### src/rtl/serial_frame_tx_if.sv
// Word-input handshake for serial_frame_tx: parallel word plus valid/ready.
// The master drives the word, the slave (serializer) returns in_ready.
interface serial_frame_tx_if;
    logic       in_valid;
    logic       in_ready;
    logic [7:0] in_data;
    logic       in_len;

    modport master (output in_valid, output in_data, output in_len, input in_ready);
    modport slave  (input in_valid, input in_data, input in_len, output in_ready);
endinterface

### src/rtl/serial_frame_tx.sv
// serial_frame_tx: serializes 4/8-bit words into start marker + MSB-first payload
// on the x_out/ser_out pair, with a one-word holding register for back-to-back frames.
// Optional macro SERIAL_FRAME_TX_PARITY_EN appends an even-parity bit to each frame.
module serial_frame_tx #(
    parameter int unsigned START_LEN = 2,
    parameter int unsigned CNT_W     = 8
) (
    input  logic                 clk,
    input  logic                 rs,
    serial_frame_tx_if.slave     in_if,
    output logic                 x_out,
    output logic                 ser_out,
    output logic                 busy,
    output logic [CNT_W-1:0]     frame_cnt
);

`ifdef SERIAL_FRAME_TX_PARITY_EN
    typedef enum logic [1:0] {IDLE, START, DATA, PARITY} state_t;
`else
    typedef enum logic [1:0] {IDLE, START, DATA} state_t;
`endif

    localparam logic [2:0] START_LAST = 3'(START_LEN - 1);

    state_t     state;
    logic [7:0] shift_q;
    logic       len_q;
    logic [2:0] cnt_q;
    logic [7:0] hold_data;
    logic       hold_len;
    logic       hold_full;
`ifdef SERIAL_FRAME_TX_PARITY_EN
    logic       par_q;
`endif

    logic       accept;
    logic       frame_end;
    logic [2:0] last_idx;

    // 4-bit payloads are left-aligned so the shifter always emits from bit 7.
    function automatic logic [7:0] align(input logic [7:0] d, input logic l);
        return l ? d : {d[3:0], 4'b0000};
    endfunction

    assign in_if.in_ready = ~hold_full;

    // Handshake and end-of-frame detection.
    always_comb begin
        accept    = in_if.in_valid && !hold_full;
        last_idx  = len_q ? 3'd7 : 3'd3;
        frame_end = 1'b0;
`ifdef SERIAL_FRAME_TX_PARITY_EN
        if (state == PARITY)
            frame_end = 1'b1;
`else
        if (state == DATA && cnt_q == last_idx)
            frame_end = 1'b1;
`endif
    end

    // Frame FSM, shifter, holding register and registered outputs.
    always_ff @(posedge clk or negedge rs) begin
        if (!rs) begin
            state     <= IDLE;
            shift_q   <= '0;
            len_q     <= 1'b0;
            cnt_q     <= '0;
            hold_data <= '0;
            hold_len  <= 1'b0;
            hold_full <= 1'b0;
            x_out     <= 1'b1;
            ser_out   <= 1'b0;
            busy      <= 1'b0;
            frame_cnt <= '0;
`ifdef SERIAL_FRAME_TX_PARITY_EN
            par_q     <= 1'b0;
`endif
        end else begin
            // Mid-frame arrivals park in the holding register; at a frame end an
            // arrival is only possible when the register is empty and goes straight in.
            if (accept && state != IDLE && !frame_end) begin
                hold_data <= in_if.in_data;
                hold_len  <= in_if.in_len;
                hold_full <= 1'b1;
            end

            if (frame_end) begin
                frame_cnt <= frame_cnt + 1'b1;
                cnt_q     <= '0;
                ser_out   <= 1'b0;
                if (hold_full) begin
                    shift_q   <= align(hold_data, hold_len);
                    len_q     <= hold_len;
                    hold_full <= 1'b0;
                    state     <= START;
                    x_out     <= 1'b0;
                end else if (accept) begin
                    shift_q <= align(in_if.in_data, in_if.in_len);
                    len_q   <= in_if.in_len;
                    state   <= START;
                    x_out   <= 1'b0;
                end else begin
                    state <= IDLE;
                    x_out <= 1'b1;
                    busy  <= 1'b0;
                end
            end else begin
                case (state)
                    IDLE: begin
                        if (accept) begin
                            shift_q <= align(in_if.in_data, in_if.in_len);
                            len_q   <= in_if.in_len;
                            cnt_q   <= '0;
                            state   <= START;
                            x_out   <= 1'b0;
                            ser_out <= 1'b0;
                            busy    <= 1'b1;
                        end
                    end
                    START: begin
                        if (cnt_q == START_LAST) begin
                            state   <= DATA;
                            x_out   <= 1'b1;
                            ser_out <= shift_q[7];
                            shift_q <= {shift_q[6:0], 1'b0};
                            cnt_q   <= '0;
`ifdef SERIAL_FRAME_TX_PARITY_EN
                            par_q   <= shift_q[7];
`endif
                        end else begin
                            cnt_q <= cnt_q + 3'd1;
                        end
                    end
                    DATA: begin
`ifdef SERIAL_FRAME_TX_PARITY_EN
                        if (cnt_q == last_idx) begin
                            state   <= PARITY;
                            ser_out <= par_q;
                        end else begin
                            ser_out <= shift_q[7];
                            par_q   <= par_q ^ shift_q[7];
                            shift_q <= {shift_q[6:0], 1'b0};
                            cnt_q   <= cnt_q + 3'd1;
                        end
`else
                        ser_out <= shift_q[7];
                        shift_q <= {shift_q[6:0], 1'b0};
                        cnt_q   <= cnt_q + 3'd1;
`endif
                    end
                    default: state <= IDLE;
                endcase
            end
        end
    end

endmodule

### src/flat_wrapper.sv
// flat-port wrapper written by rule: the top's interface ports become plain ports
module serial_frame_tx_flat 
#(
    parameter int unsigned START_LEN = 2,
    parameter int unsigned CNT_W     = 8
)
  (clk, rs, x_out, ser_out, busy, frame_cnt, in_if_in_valid, in_if_in_data, in_if_in_len, in_if_in_ready);
  serial_frame_tx_if in_if_i ();
  input  logic clk;
  input  logic rs;
  output logic x_out;
  output logic ser_out;
  output logic busy;
  output logic [CNT_W-1:0] frame_cnt;
  input wire logic [$bits(in_if_i.in_valid)-1:0] in_if_in_valid;
  input wire logic [$bits(in_if_i.in_data)-1:0] in_if_in_data;
  input wire logic [$bits(in_if_i.in_len)-1:0] in_if_in_len;
  output wire logic [$bits(in_if_i.in_ready)-1:0] in_if_in_ready;
  assign in_if_i.in_valid = in_if_in_valid;
  assign in_if_i.in_data = in_if_in_data;
  assign in_if_i.in_len = in_if_in_len;
  assign in_if_in_ready = in_if_i.in_ready;
  serial_frame_tx #(.START_LEN(START_LEN), .CNT_W(CNT_W)) u_core (.clk(clk), .rs(rs), .in_if(in_if_i), .x_out(x_out), .ser_out(ser_out), .busy(busy), .frame_cnt(frame_cnt));
endmodule
### config.mk
export PLATFORM = sky130hd
export DESIGN_NAME = serial_frame_tx_flat
export DESIGN_NICKNAME = d
export VERILOG_FILES = /design/src/rtl/serial_frame_tx_if.sv /design/src/rtl/serial_frame_tx.sv /design/src/flat_wrapper.sv
export SDC_FILE = /design/constraint.sdc
export NUM_CORES = 1
export LEC_CHECK = 0
export CELL_PAD_IN_SITES_DETAIL_PLACEMENT = 1
export CELL_PAD_IN_SITES_GLOBAL_PLACEMENT = 1
export CORE_ASPECT_RATIO = 0.6
export CORE_MARGIN = 2
export CORE_UTILIZATION = 44
export DETAILED_ROUTE_END_ITERATION = 8
export PLACE_DENSITY = 0.84
export SLEW_MARGIN = 20
export SYNTH_ARGS = -nofsm -noshare
export SYNTH_HDL_FRONTEND = slang
export SYNTH_SLANG_ARGS = --single-unit
### constraint.sdc
create_clock -name clk -period 2.25 [get_ports clk]
set_clock_uncertainty 0.1 [all_clocks]
set_input_delay 0.45 -clock clk [delete_from_list [all_inputs] [get_ports clk]]
set_output_delay 0.45 -clock clk [all_outputs]
set_load 0.02 [all_outputs]
==> results.toml <==
[power]
p_per_area_nw_per_um2 = 1260
max-vdd-ir-drop_uv = 685
leakage_uw = 0.00109

[floorplanning]
coreArea_um2 = 4610
io_pins = 24
start_util = 0.463
rows = 19
dieArea_um2 = 5450
die_h_um = 58.0
chipWidth_um = 94.0

[cts]
cts_resized = 0
cts_setup_buffers = 0
path_clk_slew_ps = 70
cts-hold-fix-buffers = 0
cts_max_level = 2
clock-sinks = 35
numCtsBuffers = 5
clock_latency_ps = 300
cts_tree = "built"
clock_path_buffers = 2
cts_root_buf = "clkbuf_8"

[logic_synthesis]
synth_compound_area_frac = 0.213
synth_nets = 237
synthMostInstantiatedCell = "dfrtp_1"
synth-async-reset-ratio = 1.00
synthCells = 217
yosysSeqAreaShare = 0.410
yosys.cell_types.count = 51
synthTopCellsByArea = "dfrtp_1, mux2_2, ha_1, mux2i_1, nand2_1"
ys_seq_elements = 35
synthFlopType = "dfrtp_1"
synth_xor_area_frac = 0.0439
synth_area_um2 = 2140
synth-adder-area-share = 0.0468
synth_top_family_by_area = "compound AO/OA/AOI/OAI gates"
synthesis.area_per_instance_um2 = 9.85
synthTopCellsByCount = "dfrtp_1, nand2_1, o21ai_0"
synth_top_area_frac = 0.398
yosysTopAreaCell = "dfrtp_1"
ys_warn_count = 0
yosys-mux-area-fraction = 0.100
synth_simple_gate_area_frac = 0.146
synth_enable_flop_cells = 0

[place]
place.gp.congestion = 0.897
dp_slack_ps = 38.3
dp_hpwl_um = 4920
port_buffers = 23

[sta]
setup_slack_ps = 142
maxSlewViolCount = 0
max_slew_margin = 0.470
period_needed_ps = 2110
clock.fmax_ghz = 0.474
setup_tns_ps = 0
hold_viol = 0
worst_pin_slew_ps = 795
rsz0062_at_grt = "false"
setup_violations = 0
finalCritPeriodShare = 0.937

[setup_path]
path_cells = "inv_1 > ha_1 > clkinvlp_4 > o22ai_1 > o32ai_1 > mux2_2"
r2r-end = "u_core.shift_q[1]"
rrSetupSlack_ps = 140
required_ps = 2330
startpoint_type = "flip-flop"
cpMaxStageDelayCell = "dfrtp_1"
cp_num_buf_inv = 2
reg2reg_from = "u_core.state[0]"
critPathMaxFanout = 12
crit_type = "flip-flop to flip-flop"
cp_top_family = "compound AO/OA/AOI/OAI gates"
reg2regPathDepth = 6
arrival_ps = 2180
critPathCaptureType = "flip-flop"
max_stage_delay_ps = 430

[final_layout]
final_nets = 270
n_antenna_cell = 0
fin_util = 0.566
area_growth_pct = 22.2
drive_gt1_frac = 0.171

[grt]
grt_antenna_before_repair = 0
overflow = 0
grt_pass1_wl_um = 11000
grt_usage = 0.270
grt_pass1_vias = 2020
grt_max_degree = 36

[routing]
wl_um = 6660
vias = 1911
first_pass_iters = 5
wl_per_cell_um = 21.2
route.detailed.drc = 0
vias_per_cell = 6.09
drt_iter0_drc = 139
ant_nets = 0

[worst_hold_path]
hold_class = "input pin to asynchronous set/reset pin"

[flow_run]
drv_cap = 0

[outcome]
status = "completed"
worst register-to-register path, stage by stage (launching register included):
cell	delay, ps
dfrtp_1	430
inv_1	110
ha_1	360
clkinvlp_4	240
o22ai_1	350
o32ai_1	130
mux2_2	280
per-stage QoR:
stage / total power, uW / hold WS, ps / instance area [um2] / cells
floorplan: 2180 / 54.4 / 2140 / 217
global placement: 2690 / 365 / 2510 / 306
detailed placement: 2770 / 381 / 2510 / 306
CTS: 3230 / 169 / 2590 / 314
global route: 3520 / 190 / 2610 / 314
finish: 3290 / 140 / 2610 / 314
layout make-up:
type / instances / area (um2)
multi-input cells: 161 / 1190
flip-flops and latches: 35 / 877
well taps: 63 / 78.8
clock buffers: 7 / 76.3
fillers: 529 / 2000
repair buffers: 38 / 350
inverters: 9 / 37.5
clock inverters: 1 / 5.00
state kept, by name, summed over array words and instances, names as in the netlist:
register and cells:
u_core.frame_cnt 8, u_core.hold_data 8, u_core.shift_q 8, u_core.cnt_q 3
u_core.state 2, u_core.busy 1, u_core.hold_full 1, u_core.hold_len 1
u_core.len_q 1, u_core.ser_out 1, u_core.x_out 1
worst max path at each step:
| stage | start | end | slack, ps | cells after the start |
|---|---|---|---|---|
| 2_1_floorplan | u_core.state[0] | u_core.shift_q[1] | 180 | 8 |
| 3_3_place_gp | in_if_in_valid | u_core.shift_q[7] | 70 | 7 |
| 4_1_cts | u_core.state[0] | u_core.shift_q[1] | 70 | 6 |
| 6_report | u_core.state[0] | u_core.shift_q[1] | 140 | 6 |
| 3_5_place_dp | in_if_in_valid | u_core.shift_q[5] | 40 | 7 |
| 5_1_grt | u_core.cnt_q[2] | u_core.state[0] | 20 | 4 |
routing by layer:
metal,global-route usage,wire length (um)
met4,0.0807,73
met5,0,0
met1,0.406,3060
met2,0.393,2980
met3,0.0572,538
report_power, final:
group	switching, uW	internal (uW)	leakage (uW)
sequential	230	858	0.000435
combinational	973	774	0.000617
clock	236	217	0.0000422
total	1440	1850	0.00109
cells by family after synthesis:
family,count (synthesis)
AO/OA/AOI/OAI,64
XOR/XNOR,9
adder cells (fa/ha/maj),8
buffers and inverters,21
flip-flops,35
multiplexers,20
AND/OR/NAND/NOR,60
cell usage in the layout (no fill, tap or decap), drive strengths merged, types with 5 or more instances in the layout:
| cell type | instances |
|---|---|
| a211oi | 8 |
| a21oi | 7 |
| a221oi | 6 |
| and3 | 5 |
| buf | 16 |
| clkbuf | 7 |
| clkdlybuf4s50 | 22 |
| dfrtp | 34 |
| ha | 8 |
| inv | 7 |
| mux2 | 11 |
| mux2i | 9 |
| nand2 | 18 |
| nor2 | 11 |
| nor3 | 8 |
| o21ai | 13 |
| o31ai | 9 |
| xnor2 | 7 |
No activity file was read; power rests on OpenSTA's default activity.
